==> src/rtl/as_macc_seq.sv <==
// Multiply-accumulate sequencer driving as_alu to evaluate c0 + c1*x + c2*y in the ALU accumulator.
// Optional build macro AS_SEQ_STATUS_EN adds the job_count completed-job counter port.
module as_macc_seq #(
  parameter int n = 8
) (
  input  logic         clk,
  input  logic         reset,
  input  logic         req_valid,
  output logic         req_ready,
  input  logic         req_two_term,
  input  logic [n-1:0] req_x,
  input  logic [n-1:0] req_y,
  input  logic [n-1:0] req_c0,
  input  logic [n-1:0] req_c1,
  input  logic [n-1:0] req_c2,
  output logic         res_valid,
  input  logic         res_ready,
  output logic [n-1:0] res_data,
  input  logic [n-1:0] alu_acc_out,
  output logic [n-1:0] alu_rd_data,
  output logic [n-1:0] alu_rs_data,
  output logic [n-1:0] alu_immediate,
  output logic         alu_add_a_sel,
  output logic         alu_add_b_sel,
  output logic         alu_acc_en,
  output logic         alu_acc_add,
  output logic         alu_in_en
`ifdef AS_SEQ_STATUS_EN
  ,
  output logic [7:0]   job_count
`endif
);

  typedef enum logic [2:0] {
    IDLE   = 3'd0,
    LOAD   = 3'd1,
    MAC_X  = 3'd2,
    MAC_Y  = 3'd3,
    RESULT = 3'd4
  } state_t;

  state_t         state_r;
  state_t         state_s;
  logic           accept_s;
  logic           done_s;

  logic           two_term_r;
  logic [n-1:0]   x_r;
  logic [n-1:0]   y_r;
  logic [n-1:0]   c0_r;
  logic [n-1:0]   c1_r;
  logic [n-1:0]   c2_r;

  logic           two_term_s;
  logic [n-1:0]   x_s;
  logic [n-1:0]   y_s;
  logic [n-1:0]   c0_s;
  logic [n-1:0]   c1_s;
  logic [n-1:0]   c2_s;

  logic           req_ready_s;
  logic           res_valid_s;
  logic           add_b_sel_s;
  logic           acc_en_s;
  logic           acc_add_s;
  logic [n-1:0]   rs_data_s;
  logic [n-1:0]   immediate_s;

  logic           req_ready_r;
  logic           res_valid_r;
  logic           add_b_sel_r;
  logic           acc_en_r;
  logic           acc_add_r;
  logic [n-1:0]   rs_data_r;
  logic [n-1:0]   immediate_r;

  assign accept_s = (state_r == IDLE) && req_valid;
  assign done_s   = (state_r == RESULT) && res_ready;

  // State register.
  always_ff @(posedge clk or posedge reset) begin
    if (reset) begin
      state_r <= IDLE;
    end else begin
      state_r <= state_s;
    end
  end

  // Next-state decode.
  always_comb begin
    state_s = state_r;
    case (state_r)
      IDLE: begin
        if (req_valid) begin
          state_s = LOAD;
        end else begin
          state_s = IDLE;
        end
      end
      LOAD:  state_s = MAC_X;
      MAC_X: begin
        if (two_term_r) begin
          state_s = RESULT;
        end else begin
          state_s = MAC_Y;
        end
      end
      MAC_Y: state_s = RESULT;
      RESULT: begin
        if (res_ready) begin
          state_s = IDLE;
        end else begin
          state_s = RESULT;
        end
      end
      default: state_s = IDLE;
    endcase
  end

  // Request fields are sampled only on acceptance and frozen until the next one.
  always_comb begin
    if (accept_s) begin
      two_term_s = req_two_term;
      x_s        = req_x;
      y_s        = req_y;
      c0_s       = req_c0;
      c1_s       = req_c1;
      c2_s       = req_c2;
    end else begin
      two_term_s = two_term_r;
      x_s        = x_r;
      y_s        = y_r;
      c0_s       = c0_r;
      c1_s       = c1_r;
      c2_s       = c2_r;
    end
  end

  // Captured request field registers.
  always_ff @(posedge clk or posedge reset) begin
    if (reset) begin
      two_term_r <= 1'b0;
      x_r        <= {n{1'b0}};
      y_r        <= {n{1'b0}};
      c0_r       <= {n{1'b0}};
      c1_r       <= {n{1'b0}};
      c2_r       <= {n{1'b0}};
    end else begin
      two_term_r <= two_term_s;
      x_r        <= x_s;
      y_r        <= y_s;
      c0_r       <= c0_s;
      c1_r       <= c1_s;
      c2_r       <= c2_s;
    end
  end

  // Output decode of the upcoming state, so every ALU control leaves a flop.
  always_comb begin
    req_ready_s = 1'b0;
    res_valid_s = 1'b0;
    add_b_sel_s = 1'b0;
    acc_en_s    = 1'b0;
    acc_add_s   = 1'b0;
    rs_data_s   = {n{1'b0}};
    immediate_s = {n{1'b0}};
    case (state_s)
      IDLE: begin
        req_ready_s = 1'b1;
      end
      LOAD: begin
        add_b_sel_s = 1'b1;
        acc_en_s    = 1'b1;
        immediate_s = c0_s;
      end
      MAC_X: begin
        acc_en_s    = 1'b1;
        acc_add_s   = 1'b1;
        rs_data_s   = x_s;
        immediate_s = c1_s;
      end
      MAC_Y: begin
        acc_en_s    = 1'b1;
        acc_add_s   = 1'b1;
        rs_data_s   = y_s;
        immediate_s = c2_s;
      end
      RESULT: begin
        res_valid_s = 1'b1;
      end
      default: begin
        req_ready_s = 1'b0;
      end
    endcase
  end

  // Output registers; reset leaves the sequencer idle and the ALU quiescent.
  always_ff @(posedge clk or posedge reset) begin
    if (reset) begin
      req_ready_r <= 1'b1;
      res_valid_r <= 1'b0;
      add_b_sel_r <= 1'b0;
      acc_en_r    <= 1'b0;
      acc_add_r   <= 1'b0;
      rs_data_r   <= {n{1'b0}};
      immediate_r <= {n{1'b0}};
    end else begin
      req_ready_r <= req_ready_s;
      res_valid_r <= res_valid_s;
      add_b_sel_r <= add_b_sel_s;
      acc_en_r    <= acc_en_s;
      acc_add_r   <= acc_add_s;
      rs_data_r   <= rs_data_s;
      immediate_r <= immediate_s;
    end
  end

  assign req_ready     = req_ready_r;
  assign res_valid     = res_valid_r;
  assign res_data      = alu_acc_out;
  assign alu_rd_data   = {n{1'b0}};
  assign alu_rs_data   = rs_data_r;
  assign alu_immediate = immediate_r;
  assign alu_add_a_sel = 1'b0;
  assign alu_add_b_sel = add_b_sel_r;
  assign alu_acc_en    = acc_en_r;
  assign alu_acc_add   = acc_add_r;
  assign alu_in_en     = 1'b0;

`ifdef AS_SEQ_STATUS_EN
  logic [7:0] job_count_r;

  // Completed-job counter, wraps modulo 256.
  always_ff @(posedge clk or posedge reset) begin
    if (reset) begin
      job_count_r <= 8'd0;
    end else if (done_s) begin
      job_count_r <= job_count_r + 8'd1;
    end else begin
      job_count_r <= job_count_r;
    end
  end

  assign job_count = job_count_r;
`else
  logic unused_done_s;
  assign unused_done_s = done_s;
`endif

endmodule
==> config.mk <==
export PLATFORM = sky130hd
export DESIGN_NAME = as_macc_seq
export DESIGN_NICKNAME = d
export VERILOG_FILES = /design/src/rtl/as_macc_seq.sv
export SDC_FILE = /design/constraint.sdc
export NUM_CORES = 1
export LEC_CHECK = 0
export CAP_MARGIN = 20
export CORE_MARGIN = 5
export CORE_UTILIZATION = 45
export CTS_CLUSTER_SIZE = 25
export DETAILED_ROUTE_END_ITERATION = 10
export PLACE_DENSITY = 0.92
export SYNTH_ARGS = -nofsm -noshare
export SYNTH_HDL_FRONTEND = slang
export SYNTH_SLANG_ARGS = --single-unit
export TNS_END_PERCENT = 5
==> constraint.sdc <==
create_clock -name clk -period 4.45 [get_ports clk]
set_input_delay 0.445 -clock clk [delete_from_list [all_inputs] [get_ports clk]]
set_output_delay 0.445 -clock clk [all_outputs]
set_load 0.01 [all_outputs]
# After elaboration in Yosys (flattened, before gate mapping)
# Index checks and enable logic that the tools add are counted.
[op_classes]
n_mux = 16
n_eq_ne = 8
n_reduce_logical = 5
[op_table]
columns = ["operator", "n"]
rows = [
  ["8-bit two-way mux", 5],
  ["8-bit case mux with 3 select lines", 1],
  ["8-bit case mux with 2 select lines", 1],
  ["3-bit case mux with 5 select lines", 1],
  ["3-bit by 2-bit equality test with 1-bit output (second input constant)", 4],
  ["3-bit by 1-bit equality test with 1-bit output (second input constant)", 2],
  ["3-bit equality test (second input constant)", 2],
  ["3-bit zero test", 2],
  ["1-bit two-way mux", 6],
  ["3-bit two-way mux", 2],
  ["3-bit OR reduction", 1],
  ["2-bit OR reduction", 1],
  ["1-bit logical AND", 1],
]
[totals]
elab_cells = 43
out_inout_bits = 39
regBits = 65

# Logic depth before layout (Yosys ltp)
[depth]
word_depth = 5
ltp_mapped = 4
ltp_nobuf = 2

# Worst setup path before layout
# OpenSTA, ideal clock, no wires.
[synth_timing]
path_type = "reg2reg"
start = "register state_r[2]"
end = "register c1_r[4]"
synth_period_minus_slack_ps = 1571
t_arrival_ps = 1446
stages_incl_launch_ff = 4
setup_slack_ps = 2879
t_required_ps = 4325
path_cell_list = "dfrtp_1 nor4b_4 buf_6 mux2_2"
[synth_between]
elab_chain_len = 3
[synth_lines]
columns = ["item", "line_no", "rtl"]
rows = [
  ["start: declaration", "42", "state_t state_r;"],
  ["start signal: assignment", "85", "state_r <= state_s;"],
  ["3-bit zero test", "77", "assign accept_s = (state_r == IDLE) && req_valid;"],
  ["1-bit logical AND", "77", ""],
  ["8-bit two-way mux", "122", "if (accept_s) begin"],
  ["via c1_s[4]", "58", "logic [n-1:0] c1_s;"],
  ["end signal: assignment", "146", "c1_r <= {n{1'b0}};"],
  ["end signal: assignment", "153", "c1_r <= c1_s;"],
  ["end: declaration", "51", "logic [n-1:0] c1_r;"],
]
# The timed path passes the listed nets, and every way through them passes these cells.
# A chain may end at the register's enable or synchronous reset.

# Final worst setup path
[layout_timing]
start = "register state_r[0]"
end = "register y_r[1]"
[layout_between]
elab_chain_len = 3
[layout_lines]
columns = ["item", "line_no", "rtl"]
rows = [
  ["3-bit zero test", "77", ""],
  ["1-bit logical AND", "77", ""],
  ["8-bit two-way mux", "122", ""],
  ["via y_s[1]", "56", "logic [n-1:0] y_s;"],
  ["end signal: assignment", "144", "y_r <= {n{1'b0}};"],
  ["end signal: assignment", "151", "y_r <= y_s;"],
  ["end: declaration", "49", "logic [n-1:0] y_r;"],
]
# The timed path passes the listed nets, and every way through them passes these cells.

==> out/metrics.csv <==
metric;value;unit
status;completed;
H-tree Lvls;3;
RSZ-0062 raised after global routing;no;
FF-to-FF End;y_r[1]$_DFF_PP0_;
Placed Instance Area;3090;um^2
Finish-stage setup viols;0;
Layout area overhead;30.6;%
Worst R2R Start;state_r[0]$_DFF_PP0_;
Core Region;5470;um^2
gr usage total;14.9;%
antenna violations before repair;0;
clock root cell;clkbuf_8;
hold_ws;0.410;ns
Final Instance Area;3280;um^2
Setup Fix Bufs, Post-CTS;0;
vias in the first global route;1634;
Relative slew margins;38.3;%
leakage;0.00137;uW
Fin. Hold Viols;0;
Setup crit end;y_r[1]$_DFF_PP0_;
critical path class;flop to flop;
share of cells above drive strength 1;25.6;%
Worst Setup SP;state_r[0]$_DFF_PP0_;
Max Clock Freq;475;MHz
P per Cell Area;648;nW/um^2
Reg2Reg Depth;3;
post-route ant nets;0;
Die X;84.7;um
DRC Markers;0;
ANT cells;0;
CP Capture Type;flop;
num ports;92;
pin count of the biggest net entering global routing;46;
Startpoint Class;flop;
Fin Setup TNS;0;ns
Final Core Density;60.0;%
synthesized instance count;178;
max-cap viol count;0;
CP max FO;45;
drt initial violations;52;
row count;27;
WP data arrival;2.32;ns
maximum vdd ir drop;381;uV
Wirelength per Cell;15.9;um
Post-CTS Hold Buffers;0;
Pins Over Slew Limit;0;
total power;2130;uW
FF+latch count, synth;57;
Worst-Margin Slew;0.926;ns
Skew-Pair Late Insertion Delay;0.33;ns
Synth warnings;0;
Tcrit/Tclk final;47.3;%
Int Pwr;1500;uW
Netlist cell types;27;
half-perimeter wire length after detailed placement;3310;um
min-delay worst type;input pin to async pin;
Comb pwr share;33.6;%
# clock sinks;57;
GRT overflow;0;
syn avg cell area;14.1;um^2
Critical Path RT;4.67;ns
Via Count;1562;
First-pass DRT Iterations;4;
sequential fraction of the synthesis area;56.8;%
die area;7180;um^2
post-CTS sizing;0;
clock transition at the registers of the reported paths;0.06;ns
number of buffers created by CTS;9;
initial core utilization;45.9;%
Synth Cell Area;2510;um^2
drt total wl;4930;um
Via density;5.04;
most common cell after layout, fill and taps aside;clkdlybuf4s50_1;
Die Height;84.7;um
Switching Power;632;uW
port buffer count;65;
sequential fraction of design power;45.3;%
most frequent cells in the layout;clkdlybuf4s50_1, dfrtp_1, mux2_2;
Final min period;2.10;ns
reg2reg setup slack;2.35;ns
# nets final;286;
gp weighted congestion;0.750;
CTS tree;yes;
Fin Clk Skew;0.00821;ns
sw frac;29.7;%
Max Root-Sink Buffers;2;
clock network fraction of design power;21.2;%
first-pass GRT wire length;8140;um
cells in the mapped netlist, drive strengths merged:
cell type / instances / area share [%]
dfrtp: 56 / 56
mux2: 33 / 15
buf: 25 / 7.9
nand3b: 9 / 2.7
a21oi: 8 / 1.6
a221o: 8 / 3.2
clkbuf: 7 / 1.1
and4bb: 5 / 2.5
nand4bb: 4 / 1.8
or4bb: 4 / 1.8
nor4bb: 3 / 1.2
nand2: 2 / 0.30
nand2b: 2 / 0.50
nor4b: 2 / 1.5
o21ai: 2 / 0.40
or4b: 2 / 0.80
and4b: 1 / 0.40
conb: 1 / 0.15
dfstp: 1 / 1.0
inv: 1 / 0.15
nor2: 1 / 0.15
or3b: 1 / 0.35
layer usage:
layer / up-vias / global-route usage (%) / part of all wire [%]
met3: 14 / 4.51 / 5.1
li1: 727 / - / -
met4: 0 / 9.78 / 3.0
met2: 48 / 23.7 / 50
met5: - / 0 / 0
met1: 773 / 17.3 / 41
kinds of logic after synthesis:
family / synth area share (%)
AO/OA/AOI/OAI: 5.18
buffers and inverters: 9.11
flip-flops: 56.8
multiplexers: 14.8
other: 0.149
AND/OR/NAND/NOR: 14.0
sequential cells by signal (all words and copies together), names as in the netlist, 3 cells and up:
name           count
c2_r               8
alu_immediate      8
alu_rs_data        8
state_r            3
y_r                8
c1_r               8
x_r                8
stage by stage:
step,cells,setup slack (ns)
2_1_floorplan,187,2.61
3_3_place_gp,293,2.37
3_5_place_dp,294,2.32
4_1_cts,310,2.34
5_1_grt,310,2.17
6_report,310,2.35
area by class of cell:
class	count	area (um^2)
Fill cell	450	2190
Sequential cell	57	1430
Multi-Input combinational cell	97	891
Timing Repair Buffer	67	678
Clock buffer	14	183
Tap cell	72	90.1
Clock inverter	2	10.0
Inverter	1	3.75
power by group through the flow:
stage	clock (uW)	combinational (uW)	sequential, uW
after floorplan	0	540	901
after global placement	0	694	959
after detailed placement	0	721	977
after CTS	462	724	966
after global routing	487	773	1000
final	451	714	963
worst max-delay path: stages, from the launching register on:
cell     delay (ns)
dfrtp_1        0.72
nor4b_4        0.37
buf_4          0.48
mux2_2         0.40
how the worst min path moves through the flow:
stage,start,end,slack [ns]
finish,reset,alu_rs_data[0]$_DFF_PP0_,0.41
global route,reset,alu_rs_data[5]$_DFF_PP0_,0.44
CTS,reset,alu_rs_data[2]$_DFF_PP0_,0.41
detailed placement,c1_r[4]$_DFF_PP0_,c1_r[4]$_DFF_PP0_,0.49
global placement,y_r[6]$_DFF_PP0_,y_r[6]$_DFF_PP0_,0.48
floorplan,c1_r[1]$_DFF_PP0_,c1_r[1]$_DFF_PP0_,0.47
Note: power is estimated with default switching activity, not from simulation.
